## src/rtl/sound_pkg.sv

```systemverilog
// Shared types and constants for the piezo sound scheduler: source codes, FSM states,
// note frequencies and the fixed-priority request encoder.
package sound_pkg;

    typedef enum logic [1:0] {
        StIdle,
        StLoad,
        StTone,
        StGap
    } state_e;

    localparam logic [1:0] SRC_CLICK = 2'd0;
    localparam logic [1:0] SRC_BONO  = 2'd1;
    localparam logic [1:0] SRC_WIN   = 2'd2;
    localparam logic [1:0] SRC_LOSE  = 2'd3;

    localparam int unsigned MAX_NOTES = 4;
    localparam int unsigned IDX_W     = $clog2(MAX_NOTES);

    localparam int unsigned F_C4 = 262;
    localparam int unsigned F_E4 = 330;
    localparam int unsigned F_G4 = 392;
    localparam int unsigned F_C5 = 523;
    localparam int unsigned F_E5 = 659;
    localparam int unsigned F_G5 = 784;
    localparam int unsigned F_C6 = 1047;
    localparam int unsigned F_E6 = 1319;
    localparam int unsigned F_G6 = 1568;

    // req bit order: {lose, win, bono, click}; caller qualifies with |req.
    function automatic logic [1:0] top_src(input logic [3:0] req);
        if (req[3]) return SRC_LOSE;
        if (req[2]) return SRC_WIN;
        if (req[1]) return SRC_BONO;
        return SRC_CLICK;
    endfunction

endpackage

```

## src/rtl/rom_melodias.sv

```systemverilog
// Combinational note table: {half_period, dur_ms, last} for each (source, note index).
module rom_melodias
    import sound_pkg::*;
#(
    parameter int unsigned CLK_HZ   = 50_000_000,
    parameter int unsigned NOTE_MS  = 100,
    parameter int unsigned CLICK_MS = 30
) (
    input  logic [1:0]       src,
    input  logic [IDX_W-1:0] idx,
    output logic [16:0]      half_period,
    output logic [15:0]      dur_ms,
    output logic             last
);

    function automatic logic [16:0] hp(input int unsigned f);
        return 17'(CLK_HZ / (2 * f));
    endfunction

    always_comb begin
        half_period = '0;
        dur_ms      = 16'(NOTE_MS);
        last        = 1'b1;
        case (src)
            SRC_CLICK: begin
                half_period = hp(F_C6);
                dur_ms      = 16'(CLICK_MS);
            end
            SRC_BONO: begin
                case (idx)
                    2'd0: begin
                        half_period = hp(F_E6);
                        last        = 1'b0;
                    end
                    default: half_period = hp(F_G6);
                endcase
            end
            SRC_WIN: begin
                case (idx)
                    2'd0: begin
                        half_period = hp(F_C5);
                        last        = 1'b0;
                    end
                    2'd1: begin
                        half_period = hp(F_E5);
                        last        = 1'b0;
                    end
                    2'd2: begin
                        half_period = hp(F_G5);
                        last        = 1'b0;
                    end
                    default: half_period = hp(F_C6);
                endcase
            end
            default: begin
                dur_ms = 16'(2 * NOTE_MS);
                case (idx)
                    2'd0: begin
                        half_period = hp(F_G4);
                        last        = 1'b0;
                    end
                    2'd1: begin
                        half_period = hp(F_E4);
                        last        = 1'b0;
                    end
                    default: half_period = hp(F_C4);
                endcase
            end
        endcase
    end

endmodule

```

## src/rtl/sound_scheduler.sv

```systemverilog
// Fixed-priority arbiter and note sequencer driving the single piezo output with a
// registered square wave.
module sound_scheduler
    import sound_pkg::*;
#(
    parameter int unsigned CLK_HZ   = 50_000_000,
    parameter int unsigned NOTE_MS  = 100,
    parameter int unsigned CLICK_MS = 30,
    parameter int unsigned GAP_MS   = 10
) (
    input  logic       clk,
    input  logic       rst,
    input  logic       req_click,
    input  logic       req_bono,
    input  logic       req_win,
    input  logic       req_lose,
    input  logic       mute,
    output logic       busy,
    output logic [1:0] active_src,
    output logic       buzzer
);

    localparam int unsigned MS_CYC = CLK_HZ / 1000;
    localparam int unsigned PS_W   = (MS_CYC > 1) ? $clog2(MS_CYC) : 1;

    state_e           state_q, state_d;
    logic [1:0]       src_q, src_d;
    logic [IDX_W-1:0] idx_q, idx_d;
    logic [PS_W-1:0]  ps_q, ps_d;
    logic [16:0]      hp_q, hp_d, tone_q, tone_d;
    logic [15:0]      dur_ms_q, dur_ms_d, dur_q, dur_d, gap_q, gap_d;
    logic             last_q, last_d, raw_q, raw_d, buzzer_q, buzzer_d;

    logic        ms_tick;
    logic [3:0]  req;
    logic [1:0]  req_src;
    logic        req_any;
    logic [16:0] rom_hp;
    logic [15:0] rom_dur;
    logic        rom_last;

    rom_melodias #(
        .CLK_HZ  (CLK_HZ),
        .NOTE_MS (NOTE_MS),
        .CLICK_MS(CLICK_MS)
    ) u_rom (
        .src        (src_q),
        .idx        (idx_q),
        .half_period(rom_hp),
        .dur_ms     (rom_dur),
        .last       (rom_last)
    );

    assign req     = {req_lose, req_win, req_bono, req_click};
    assign req_any = |req;
    assign req_src = top_src(req);
    assign ms_tick = (ps_q == PS_W'(MS_CYC - 1));

    always_comb begin
        state_d  = state_q;
        src_d    = src_q;
        idx_d    = idx_q;
        hp_d     = hp_q;
        dur_ms_d = dur_ms_q;
        last_d   = last_q;
        tone_d   = tone_q;
        dur_d    = dur_q;
        gap_d    = gap_q;
        raw_d    = raw_q;
        ps_d     = ms_tick ? '0 : ps_q + PS_W'(1);

        unique case (state_q)
            StIdle: begin
                raw_d = 1'b0;
                if (req_any) begin
                    src_d   = req_src;
                    idx_d   = '0;
                    state_d = StLoad;
                end
            end
            StLoad: begin
                hp_d     = rom_hp;
                dur_ms_d = rom_dur;
                last_d   = rom_last;
                tone_d   = '0;
                dur_d    = '0;
                state_d  = StTone;
            end
            StTone: begin
                if (hp_q == '0) begin
                    raw_d = 1'b0;
                end else if (tone_q == hp_q - 17'd1) begin
                    tone_d = '0;
                    raw_d  = ~raw_q;
                end else begin
                    tone_d = tone_q + 17'd1;
                end
                if (ms_tick) begin
                    if (dur_q == dur_ms_q - 16'd1) begin
                        gap_d   = '0;
                        raw_d   = 1'b0;
                        state_d = StGap;
                    end else begin
                        dur_d = dur_q + 16'd1;
                    end
                end
            end
            StGap: begin
                raw_d = 1'b0;
                if (ms_tick) begin
                    if (gap_q == 16'(GAP_MS - 1)) begin
                        if (last_q) begin
                            state_d = StIdle;
                        end else begin
                            idx_d   = idx_q + IDX_W'(1);
                            state_d = StLoad;
                        end
                    end else begin
                        gap_d = gap_q + 16'd1;
                    end
                end
            end
        endcase

        // A strictly higher-priority source restarts from its first note; others are dropped.
        if (state_q != StIdle && req_any && req_src > src_q) begin
            src_d   = req_src;
            idx_d   = '0;
            raw_d   = 1'b0;
            state_d = StLoad;
        end

        buzzer_d = raw_d & ~mute;
    end

    always_ff @(posedge clk or posedge rst) begin
        if (rst) begin
            state_q  <= StIdle;
            src_q    <= SRC_CLICK;
            idx_q    <= '0;
            ps_q     <= '0;
            hp_q     <= '0;
            dur_ms_q <= '0;
            last_q   <= 1'b0;
            tone_q   <= '0;
            dur_q    <= '0;
            gap_q    <= '0;
            raw_q    <= 1'b0;
            buzzer_q <= 1'b0;
        end else begin
            state_q  <= state_d;
            src_q    <= src_d;
            idx_q    <= idx_d;
            ps_q     <= ps_d;
            hp_q     <= hp_d;
            dur_ms_q <= dur_ms_d;
            last_q   <= last_d;
            tone_q   <= tone_d;
            dur_q    <= dur_d;
            gap_q    <= gap_d;
            raw_q    <= raw_d;
            buzzer_q <= buzzer_d;
        end
    end

    assign busy       = (state_q != StIdle);
    assign active_src = busy ? src_q : SRC_CLICK;
    assign buzzer     = buzzer_q;

endmodule
```

## config.mk

```make
export PLATFORM = sky130hd
export DESIGN_NAME = sound_scheduler
export DESIGN_NICKNAME = d
export VERILOG_FILES = /design/src/rtl/sound_pkg.sv /design/src/rtl/rom_melodias.sv /design/src/rtl/sound_scheduler.sv
export SDC_FILE = /design/constraint.sdc
export NUM_CORES = 1
export LEC_CHECK = 0
export ABC_AREA = 1
export CAP_MARGIN = 40
export CORE_UTILIZATION = 50
export DETAILED_ROUTE_END_ITERATION = 8
export HOLD_SLACK_MARGIN = 0.02
export PLACE_DENSITY = 0.66
export SLEW_MARGIN = 10
export SYNTH_ARGS = -nofsm -noshare
export SYNTH_HDL_FRONTEND = slang
export SYNTH_SLANG_ARGS = --single-unit
```

## constraint.sdc

```tcl
create_clock -name clk -period 6.85 [get_ports clk]
set_clock_uncertainty 0.2 [all_clocks]
set_input_delay 1.37 -clock clk [delete_from_list [all_inputs] [get_ports clk]]
set_output_delay 1.37 -clock clk [all_outputs]
set_load 0.01 [all_outputs]
```

==> qor.yml, run 1 <==
multi_input_area_mm2: 0.003582
holdPathStages: 1
start_util_pct: 51.73
cp-start-kind: "flop"
end_kind: "output port"
core_area_mm2: 0.01277
cts_tree: "built"
clock_power_share_pct: 20.8
die_area_mm2: 0.01368
num_rows: 41
status: "completed"
viasPerCell: 5.219
synth_warnings: 0
async_flop_share_pct: 100.0
whs_ps: 268.9
antenna_found_initial: 0
syn_area_per_cell_um2: 7.128
swShare_pct: 45.36
fill_cells: 1251
min_path_type: "reg -> reg"
syn-cell-area_mm2: 0.006608
synth_seq_cells: 97
path_cells: "inv_1 -> ha_1 -> nor2_1 -> clkdlybuf4s50_1"
grt.met3_usage_pct: 5.046
worstSetupPathType: "reg -> out"
grt_max_degree: 67
path_delay_family: "buffers and inverters"
num_io_pins: 11
p_seq_share_pct: 34.0
top_usage_layer: "met1"
post_cts_buffers: 0
crit_buf_inv: 2
crit_required_ps: 5280
die_x_um: 117.0
root_buffer: "clkbuf_16"
fin_ws_ps: 3446
fmax_ghz: 0.2937
fin_area_mm2: 0.007161
path_clk_slew_ps: 70
antennaDiodeCount: 0
final_nets: 971
use_met1_pct: 37.59
post_drt_wl_per_cell_um: 13.46
globalplace.congestion: 0.8840
p_comb_share_pct: 45.3
track_usage_pct: 25.03
p_leak_nw: 3.311
grt_pass1_wl_um: 26420
seq_area_mm2: 0.002427
netlist_instances: 927
drc: 0
pre_cts_ws_ps: 3256
place_area_mm2: 0.006875
vias: 5814
cp_slowest_cell: "clkdlybuf4s50_1"
path_depth: 4
postCtsHoldBufs: 0
drtAntennaViolNets: 0
hold_viol: 0
ir_drop_v: 0.0002383
cts_buffers: 9
min_period_over_period_pct: 49.70
layout_min_cycle_time_ps: 3404
power.internal_mw: 1.289
maxCapViolCount: 0
rr_worst_depth: 16
tns_ps: 0
drive_gt1_share_pct: 4.883
synthFlopType: "dfrtp_1"
dp_cells: 1098
grt.overflow.total: 0
met2_usage_pct: 36.57
setup-violations-final: 0
path_max_fanout: 6
switching_power_mw: 1.070
final-max-slew-violation-count: 0
rsz0062_at_grt: "no"
cts_resized: 0
layout.cells.non_filler: 1114
seq_area_frac_synth_pct: 36.74
insertion_delay_ps: 360
synthDistinctLibCells: 47
synth_edf_count: 0
dpl.hpwl_um: 11380
crit_arrival_ps: 1830
max_stage_delay_ps: 540
cts-htree-levels: 3
grt_pass1_vias: 5469
routed_wl_um: 15000
worst_pin_slew_ps: 820.0
synth_fp_nets: 961
drt-pass1-iter-count: 5
cts_sinks: 97
die_y_um: 117.0
area_growth_pct: 8.370
powerDensity_mw_per_mm2: 329.4
drtIter0Drc: 400
io_buffer_count: 10
cts_buffer_depth: 2
relSlewSlack_pct: 45.33
state kept, by name (all words and copies together), names as in the netlist:
signal / count
buzzer: 1
dur_ms_q: 6
dur_q: 16
gap_q: 16
hp_q: 17
idx_q: 2
last_q: 1
ps_q: 16
raw_q: 1
src_q: 2
state_q: 2
tone_q: 17
placed cells by master (no fill, tap or decap), drive strengths merged:
cell,n
nand2,203
inv,147
nor2,142
dfrtp,97
nand3,79
o21ai,57
xor2,35
ha,27
a21oi,25
nor3,19
nand4,16
nor4,12
o22ai,11
clkdlybuf4s50,10
o31ai,9
clkbuf,9
xnor2,7
a22oi,5
o211ai,4
clkinv,4
a211oi,2
a32oi,2
o221ai,2
a31oi,2
o32ai,2
and2,2
o21a,2
o21bai,2
nor3b,2
o2111ai,1
or2,1
xnor3,1
a311oi,1
and3,1
buf,1
path summary, 6_finish.rpt:
path | startpoint | end | slack, ps
worst min register to register | ps_q[15] | ps_q[15] | 270
worst max register to register | dur_ms_q[4] | gap_q[9] | 3860
max in group asynchronous | rst | tone_q[12] | 4130
worst min-delay path | ps_q[15] | ps_q[15] | 270
worst max-delay path | state_q[0] | active_src[1] | 3450
min in group asynchronous | rst | gap_q[8] | 1160
layout make-up:
type | count | area share, %
Multi-Input combinational cell | 674 | 50.03
Sequential cell | 97 | 33.90
Inverter | 144 | 7.583
Clock buffer | 9 | 3.145
Tap cell | 172 | 3.005
Timing Repair Buffer | 11 | 1.503
Clock inverter | 7 | 0.8387
power groups by stage:
| stage | sequential [mW] | combinational (mW) | clock [mW] |
|---|---|---|---|
| floorplan | 0.772 | 0.823 | 0 |
| global placement | 0.809 | 1.05 | 0 |
| detailed placement | 0.808 | 1.06 | 0 |
| CTS | 0.798 | 1.07 | 0.508 |
| global route | 0.818 | 1.24 | 0.531 |
| finish | 0.802 | 1.07 | 0.490 |
cells by family after synthesis:
family | count (synthesis) | share of synthesized area [%]
AND/OR/NAND/NOR | 477 | 31.76
buffers and inverters | 156 | 9.051
AO/OA/AOI/OAI | 127 | 11.44
flip-flops | 97 | 36.74
XOR/XNOR | 43 | 5.908
adder cells (fa/ha/maj) | 27 | 5.113
synth_stat cells (6+ instances only):
| cell | number | share of area, % |
|---|---|---|
| o22ai_1 | 11 | 1.0 |
| a21oi_1 | 24 | 1.8 |
| o21ai_0 | 51 | 3.9 |
| o31ai_1 | 9 | 1.0 |
| nor3_1 | 17 | 1.3 |
| inv_1 | 138 | 7.8 |
| dfrtp_1 | 97 | 37 |
| nor2_1 | 133 | 7.6 |
| nor4_1 | 12 | 1.1 |
| nand2_1 | 197 | 11 |
| xor2_1 | 35 | 4.6 |
| nand3_1 | 78 | 5.9 |
| ha_1 | 27 | 5.1 |
| xnor2_1 | 7 | 0.93 |
| nand4_1 | 16 | 1.5 |
| nor2_4 | 6 | 1.0 |
| clkbuf_1 | 9 | 0.51 |
| o21ai_1 | 6 | 0.45 |
metal layers:
layer	share of wire [%]	wire length, µm	vias to the layer above
li1	-	-	3027
met1	53	7970	2675
met2	41	6176	102
met3	4.7	700	10
met4	0.99	148	0
met5	0	0	-
stage by stage:
step                      total power [mW]  util, %
final                                2.359    56.06
after global routing                 2.587    56.06
after floorplan                      1.595        -
after CTS                            2.372    56.06
after global placement               1.860    53.83
after detailed placement             1.868    53.83
Note: power is estimated with default switching activity, not from simulation.
==> inputs of run 2 (changes only) <==
==> constraint.sdc (replaced) <==
create_clock -name clk -period 3.4 [get_ports clk]
set_clock_uncertainty 0.2 [all_clocks]
set_input_delay 0.68 -clock clk [delete_from_list [all_inputs] [get_ports clk]]
set_output_delay 0.68 -clock clk [all_outputs]
set_load 0.01 [all_outputs]
==> run 2 against run 1 <==
  * Clock power up 97%
  * Setup slack worse by 3000 ps
  * Design area up 0.63%
  * Critical path depth up 12
  * Non-clock buffer count up 6
  * Global-route usage down 0.55 points
  * Total power up 100%
  * Via count down 0.53%
  * Sequential share of layout area down 0.21 points
  * Hold slack worse by 3.5 ps
  * Core utilization up 0.35 points
  * Largest power group unchanged
==> qor.yml, run 2 (same netlist as run 1, synthesis figures left out) <==
cts_tree: "built"
power_mw: 4.742  # +100%
holdPathStages: 1  # unchanged
grt.overflow.total: 0  # unchanged
dpl.hpwl_um: 11350  # -0.28%
grt_pass1_wl_um: 26080  # -1.3%
relSlewSlack_pct: 53.31  # +8.0 points
fmax_ghz: 0.3377
area_growth_pct: 9.051
track_usage_pct: 24.47  # -0.55 points
final_cell_mix: "nand2_1, inv_1, nor2_1, dfrtp_1, nand3_1"
crit_arrival_ps: 2990  # +1160 ps
worstSetupPathType: "reg -> reg"
die_area_mm2: 0.01368  # unchanged
powerDensity_mw_per_mm2: 658.2  # +100%
final-max-slew-violation-count: 0  # unchanged
root_buffer: "clkbuf_16"
post_cts_buffers: 0  # unchanged
drt-pass1-iter-count: 5  # unchanged
viasPerCell: 5.163  # -1.1%
setup-violations-final: 0  # unchanged
final_common_cell: "nand2_1"
drc: 0  # unchanged
layout.cells.non_filler: 1120  # +0.54%
path_max_fanout: 14  # +8
cts_buffer_depth: 2  # unchanged
die_x_um: 117.0  # unchanged
p_leak_nw: 3.328  # +0.50%
min_path_type: "reg -> reg"
rr_worst_depth: 16  # unchanged
fin_area_mm2: 0.007206  # +0.63%
routed_wl_um: 14880  # -0.80%
end_kind: "flop"
num_io_pins: 11  # unchanged
antenna_found_initial: 0  # unchanged
maxCapViolCount: 0  # unchanged
largestRegisters: "hp_q: 17 flops, tone_q: 17 flops"
crit_required_ps: 3430  # -1850 ps
start_util_pct: 51.73  # unchanged
final_nets: 977  # +0.62%
grt_max_degree: 40  # -40%
drive_gt1_share_pct: 5.274  # +0.39 points
io_buffer_count: 10  # unchanged
drtAntennaViolNets: 0  # unchanged
core_area_mm2: 0.01277  # unchanged
cp-start-kind: "flop"
place_area_mm2: 0.006934  # +0.86%
antennaDiodeCount: 0  # unchanged
vias: 5783  # -0.53%
rsz0062_at_grt: "no"
status: "completed"
post-route-util_pct: 56.41  # +0.35 points
cts-htree-levels: 3  # unchanged
cts_sinks: 97  # unchanged
min_period_over_period_pct: 87.10
drtIter0Drc: 377  # -5.8%
post_drt_wl_per_cell_um: 13.28  # -1.3%
worst_pin_slew_ps: 694.0  # -126.0 ps
cts_resized: 0  # unchanged
hold_viol: 0  # unchanged
globalplace.congestion: 0.8940  # +1.1%
dp_cells: 1104  # +0.55%
ir_drop_v: 0.0004931  # +110%
num_rows: 41  # unchanged
insertion_delay_ps: 360  # about the same
cts_buffers: 9  # unchanged
path_clk_slew_ps: 70  # about the same
tns_ps: 0  # unchanged
die_y_um: 117.0  # unchanged
grt_pass1_vias: 5496  # +0.49%
layout_min_cycle_time_ps: 2961
postCtsHoldBufs: 0  # unchanged
## run 2: metal layers
layer	wire [µm]	GRT usage, %	vias to the layer above	part of all wire, %
li1	-	-	3028	-
met1	7296	33.25	2651	49
met2	6892	40.16	89	46
met3	465	4.789	15	3.1
met4	222	6.160	0	1.5
met5	0	0	-	0
## run 2: final timing paths
path	to	slack, ps	startpoint
setup reg to reg	gap_q[5]	440	dur_ms_q[4]
min in group asynchronous	ps_q[0]	380	rst
hold reg to reg	ps_q[15]	270	ps_q[15]
max in group asynchronous	dur_q[12]	1990	rst
setup / recovery	gap_q[5]	440	dur_ms_q[4]
hold / removal	ps_q[15]	270	ps_q[15]
## run 2: stage by stage
step / hold slack, ps / worst slack [ps]
final: 265.4 / 438.6
after global routing: 299.0 / 194.3
after CTS: 265.7 / 463.9
after detailed placement: 257.0 / 444.7
after global placement: 247.3 / 432.6
after floorplan: 234.1 / 782.3
## run 2: cell type report
cell class / count / area, µm²
Sequential cell: 97 / 2427
Inverter: 144 / 544.3
Clock inverter: 5 / 38.79
Timing Repair Buffer: 17 / 165.2
Clock buffer: 11 / 232.7
Fill cell: 1238 / 5568
Tap cell: 172 / 215.2
Multi-Input combinational cell: 674 / 3582
## run 2: report_power, final
group | switching [mW] | total (mW) | internal, mW | leakage (nW)
clock | 0.462 | 0.964 | 0.502 | 0.131
combinational | 1.43 | 2.18 | 0.743 | 1.93
sequential | 0.238 | 1.60 | 1.36 | 1.27
## run 2: critical path: stages, from the launching register on
cell     delay (ps)
dfrtp_1         440
inv_1           100
ha_1            250
nand3_1         120
nor2_1           50
ha_1            280
nor2_1           40
nor2_1           90
nand3_1          70
nor3_1          160
nand3_1         110
nor2_2          130
nand3_2         130
nand2_4         130
nand2_4         140
nor2_2          310
nor2_1          100
